### src/rtl/flash_arbiter_multi.sv
// rtl/flash_arbiter_multi.sv - N-channel request arbiter in front of the single QSPI flash_reader
// Optional macro FLASH_ARBITER_RR_EN selects round-robin grant; default is fixed priority (lowest index wins).
module flash_arbiter_multi #(
    parameter int                CHANNELS  = 2,
    parameter int                ADDR_W    = 24,
    parameter int                DATA_W    = 32,
    parameter logic [ADDR_W-1:0] USER_BASE = ADDR_W'(24'h200000),
    localparam int               CH_W      = $clog2(CHANNELS)
) (
    input  logic                       clk,
    input  logic                       reset,
    input  logic [CHANNELS-1:0]        req_valid,
    input  logic [CHANNELS*ADDR_W-1:0] req_address,
    input  logic [CHANNELS-1:0]        req_size,
    output logic [CHANNELS-1:0]        req_ready,
    output logic [DATA_W-1:0]          read_data,
    output logic                       busy,
    output logic [CH_W-1:0]            grant_id,
    output logic                       reader_valid,
    output logic [ADDR_W-1:0]          reader_address,
    output logic                       reader_size,
    input  logic [DATA_W-1:0]          reader_data,
    input  logic                       reader_ready
);

    typedef enum logic [1:0] {
        S_IDLE  = 2'd0,
        S_ISSUE = 2'd1,
        S_DONE  = 2'd2
    } state_t;

    state_t              r_state;
    state_t              w_next_state;
    logic [CH_W-1:0]     r_grant_id;
    logic [ADDR_W-1:0]   r_reader_address;
    logic                r_reader_size;
    logic [DATA_W-1:0]   r_read_data;
    logic                w_any;
    logic [CH_W-1:0]     w_win;
    logic [ADDR_W-1:0]   w_addr_sum;
    logic                w_grant_now;

`ifdef FLASH_ARBITER_RR_EN
    logic [CH_W-1:0]     r_rr_ptr;
    logic [CH_W:0]       w_idx;
    logic [CH_W:0]       w_ptr_inc;
    logic [CH_W-1:0]     w_ptr_next;

    // Scan downward so the channel closest after the pointer is the last (winning) assignment.
    always_comb begin
        w_win = '0;
        w_idx = '0;
        for (int k = CHANNELS - 1; k >= 0; k--) begin
            w_idx = {1'b0, r_rr_ptr} + (CH_W + 1)'(k);
            if (int'(w_idx) >= CHANNELS) begin
                w_idx = w_idx - (CH_W + 1)'(CHANNELS);
            end
            if (req_valid[w_idx[CH_W-1:0]]) begin
                w_win = w_idx[CH_W-1:0];
            end
        end
    end

    always_comb begin
        w_ptr_inc  = {1'b0, w_win} + (CH_W + 1)'(1);
        w_ptr_next = w_ptr_inc[CH_W-1:0];
        if (int'(w_ptr_inc) >= CHANNELS) begin
            w_ptr_next = '0;
        end
    end

    always_ff @(posedge clk) begin
        if (reset) begin
            r_rr_ptr <= '0;
        end else if (w_grant_now) begin
            r_rr_ptr <= w_ptr_next;
        end
    end
`else
    always_comb begin
        w_win = '0;
        for (int i = CHANNELS - 1; i >= 0; i--) begin
            if (req_valid[i]) begin
                w_win = CH_W'(i);
            end
        end
    end
`endif

    assign w_any       = |req_valid;
    assign w_grant_now = (r_state == S_IDLE) && w_any;
    // Sum is truncated to ADDR_W, so addresses past the top wrap silently.
    assign w_addr_sum  = req_address[w_win*ADDR_W +: ADDR_W] + USER_BASE;

    always_comb begin
        w_next_state = r_state;
        reader_valid = 1'b0;
        busy         = 1'b1;
        req_ready    = '0;
        case (r_state)
            S_IDLE: begin
                busy = 1'b0;
                if (w_any) begin
                    w_next_state = S_ISSUE;
                end
            end
            S_ISSUE: begin
                reader_valid = 1'b1;
                if (reader_ready) begin
                    w_next_state = S_DONE;
                end
            end
            S_DONE: begin
                req_ready[r_grant_id] = 1'b1;
                w_next_state          = S_IDLE;
            end
            default: begin
                w_next_state = S_IDLE;
            end
        endcase
    end

    always_ff @(posedge clk) begin
        if (reset) begin
            r_state          <= S_IDLE;
            r_grant_id       <= '0;
            r_reader_address <= '0;
            r_reader_size    <= 1'b0;
            r_read_data      <= '0;
        end else begin
            r_state <= w_next_state;
            if (w_grant_now) begin
                r_grant_id       <= w_win;
                r_reader_address <= w_addr_sum;
                r_reader_size    <= req_size[w_win];
            end
            if ((r_state == S_ISSUE) && reader_ready) begin
                r_read_data <= reader_data;
            end
        end
    end

    assign grant_id       = r_grant_id;
    assign reader_address = r_reader_address;
    assign reader_size    = r_reader_size;
    assign read_data      = r_read_data;

endmodule

### config.mk
export PLATFORM = sky130hd
export DESIGN_NAME = flash_arbiter_multi
export DESIGN_NICKNAME = d
export VERILOG_FILES = /design/src/rtl/flash_arbiter_multi.sv
export SDC_FILE = /design/constraint.sdc
export NUM_CORES = 1
export LEC_CHECK = 0
export CORE_MARGIN = 2
export CORE_UTILIZATION = 34
export CTS_BUF_LIST = sky130_fd_sc_hd__clkbuf_4
export CTS_CLUSTER_DIAMETER = 100
export DETAILED_ROUTE_END_ITERATION = 8
export GPL_TIMING_DRIVEN = 0
export MAX_ROUTING_LAYER = met4
export PLACE_DENSITY = 0.78
export SYNTH_ARGS = -nofsm -noshare
export SYNTH_HDL_FRONTEND = slang
export SYNTH_SLANG_ARGS = --single-unit
### constraint.sdc
create_clock -name clk -period 2.44 [get_ports clk]
set_input_delay 0.732 -clock clk [delete_from_list [all_inputs] [get_ports clk]]
set_output_delay 0.732 -clock clk [all_outputs]
set_load 0.01 [all_outputs]
==> metrics.cfg <==
[run_status]
status=completed

[power]
p_leak_nw=1.62
power.density_nw_per_um2=589
worst_ir_drop_vdd_v=0.000336

[setup_path]
reg2reg_depth=6
max_stage_delay_ns=0.52
crit_required_ns=2.77
end_kind=register
critPathMaxFanout=10
arrival_ns=2.73
reg2reg_from=r_state[1]
crit_start=req_valid[0]
slowest_stage=or4_1
r2r_slack_ns=0.76
r2r_end=reader_address[23]
start_kind=input pin
path_cells=clkdlybuf4s50_1, nand2b_1, buf_6, buf_12, mux2_2, ha_1, or4_1, nand3_1
setup.worst_path.class=input pin to register

[cts]
cts_inserted_buffers=9
cts_buffer_depth=2
clock_latency_ns=0.38
hold_buffers=0
cts_tree=yes
htreeDepth=3
clock_sink_count=60
clk_pin_slew_ns=0.10
cts_root_buf=clkbuf_4

[job]
drv_cap=0

[synthesis]
synth_cell_types=26
ys_seq_elements=60
synthAdderAreaFrac_pct=0.528
avgSynthCellArea_sq_um=8.62
postSynthCellCount=275
yosysTopAreaCellShare_pct=50.7
netlist_area_sq_um=2370
yosysWarnings=0
yosysTopAreaCell=dfxtp_1
synthMuxAreaShare_pct=10.7
synth_seq_area_share_pct=50.7
synth_top_family_by_area=simple AND/OR/NAND/NOR gates
synth.net_count=363
synth_xor_area_share_pct=0
synth_simple_gate_area_share_pct=19.1
synth_compound_area_share_pct=14.8
synth.area.top_cells=dfxtp_1 51%, nand2_1 11%, mux2i_1 9.7%

[layout]
layout.nets=523
fin_area_sq_um=4130
syn_to_final_growth_pct=74.1
diodes=0
layout-drive-gt1-share_pct=6.38

[floorplanning]
core_area_sq_um=6760
dieArea_sq_um=7650
fp.dieH_um=87.5
rows=30
io_pins=149
die_w_um=87.5
start_util_pct=35.1

[placed_design]
globalplace.congestion=0.820
port_buffers=147
hpwlAfterDp_mm=5.66
post_dp_cell_area_sq_um=3940

[min_path]
hp-start=read_data[17]
hp-class=register to register
min_to=read_data[17]
hold_depth=2

[timing]
rsz0062_at_grt=no
fin_crit_sh_pct=98.3
slew_headroom_pct=63.8
period_minus_slack_ns=2.40
whs_ns=0.459
finalHoldViolCount=0
skew_ns=0.0143
drv_slew=0
worst_pin_slew_ns=0.543
fmax_mhz=417
setup_viol=0

[routing]
vias=2469
drt_iter0_drc=89
post_drt_wl_per_cell_um=14.1
ant_nets=0
first_pass_iters=4
drc_errors=0
viasPerCell=4.76
drt-total-wl_mm=7.33

[global_route]
track_usage_pct=20.2
grt.busiest_layer=met2
first_global_vias=2468
met3_usage_pct=3.41
grt_overflow=0
grt_max_degree=11
grt_pass1_wl_mm=11.6
gr-usage-met2_pct=32.7
met1_usage_pct=24.4
antenna_found_initial=0

[kinds of logic after synthesis]
group / count (synthesis)
compound gates: 59
simple gates: 107
fa+ha+maj: 1
flops: 60
buf+inv: 23
mux: 25
[layout make-up]
cell class                      count  area, sq um
Sequential cell                    60         1200
Multi-Input combinational cell    192         1070
Clock inverter                      6         80.1
Fill cell                         606         2630
Buffer                             23          123
Tap cell                           80          100
Timing Repair Buffer              149         1490
Clock buffer                        9         67.6
[critical path, delay by kind of cell]
| family | cells | cell delay, ns |
|---|---|---|
| AND/OR/NAND/NOR | 3 | 0.72 |
| multiplexers | 1 | 0.34 |
| buffers and inverters | 3 | 0.74 |
| adder cells (fa/ha/maj) | 1 | 0.19 |
[metal layers]
| metal | vias up | wire [um] |
|---|---|---|
| li1 | 1249 | - |
| met1 | 1127 | 3210 |
| met3 | 18 | 304 |
| met5 | - | 0 |
| met2 | 75 | 3620 |
| met4 | 0 | 196 |
[flip-flops by register name, indices dropped and copies added, names as in the netlist]
| signal | cells |
|---|---|
| reader_address | 24 |
| grant_id | 1 |
| r_state | 2 |
| reader_size | 1 |
| read_data | 32 |
[what timing repair did]
| action | CTS | global route |
|---|---|---|
| buffers inserted | 0 | 2 |
| resized for setup | 6 | 0 |
| cloned | 0 | 0 |
| setup endpoints to repair | 1 | 1 |
[stage by stage]
step	util [%]	power (mW)	setup TNS (ns)	worst slack, ns	cells
5_1_grt	61.1	2.55	0	0.0209	519
3_5_place_dp	58.3	1.69	-1.05	-0.688	502
6_report	61.1	2.43	0	0.0426	519
4_1_cts	60.8	2.45	0	0.0169	517
3_3_place_gp	58.3	1.67	-1.01	-0.664	502
2_1_floorplan	-	1.34	0	0.0114	275
[worst max-delay path by stage]
| stage | endpoint | slack (ns) | cells after the start |
|---|---|---|---|
| 2_1_floorplan | reader_address[23] | 0.01 | 7 |
| 4_1_cts | reader_address[23] | 0.02 | 8 |
| 3_5_place_dp | reader_address[23] | -0.69 | 8 |
| 3_3_place_gp | reader_address[23] | -0.66 | 8 |
| 5_1_grt | reader_address[23] | 0.02 | 8 |
| 6_report | reader_address[23] | 0.04 | 8 |
[cell usage in the layout, fill, tap and decap left out, drive strengths merged, types with 4 or more instances in the layout]
| cell | instances |
|---|---|
| clkdlybuf4s50 | 147 |
| a21oi | 35 |
| clkbuf | 26 |
| mux2i | 23 |
| clkinv | 4 |
| dfxtp | 60 |
| nand2 | 67 |
| nor2 | 27 |
| buf | 8 |
| a211oi | 22 |
[cell usage after synthesis]
master,number
nand3_1,1
ha_1,1
a21oi_1,35
dfxtp_1,60
buf_6,1
o21ai_0,2
clkbuf_1,16
nor2b_1,1
a211oi_1,22
and2_1,1
or2_1,1
nand2_1,67
and2b_1,1
mux2_2,2
or2_0,1
clkbuf_2,1
nor2_1,26
nor2_4,1
buf_2,5
or4_1,1
and3b_2,1
nand3b_1,1
mux2i_1,23
nand4b_1,1
nand2b_1,2
nor3b_1,1
[power breakdown]
| part | switching, mW | total [mW] | internal [mW] |
|---|---|---|---|
| logic | 0.241 | 0.579 | 0.338 |
| clock network | 0.355 | 0.758 | 0.404 |
| registers | 0.0376 | 1.09 | 1.05 |
(Power assumes the default switching activity.)
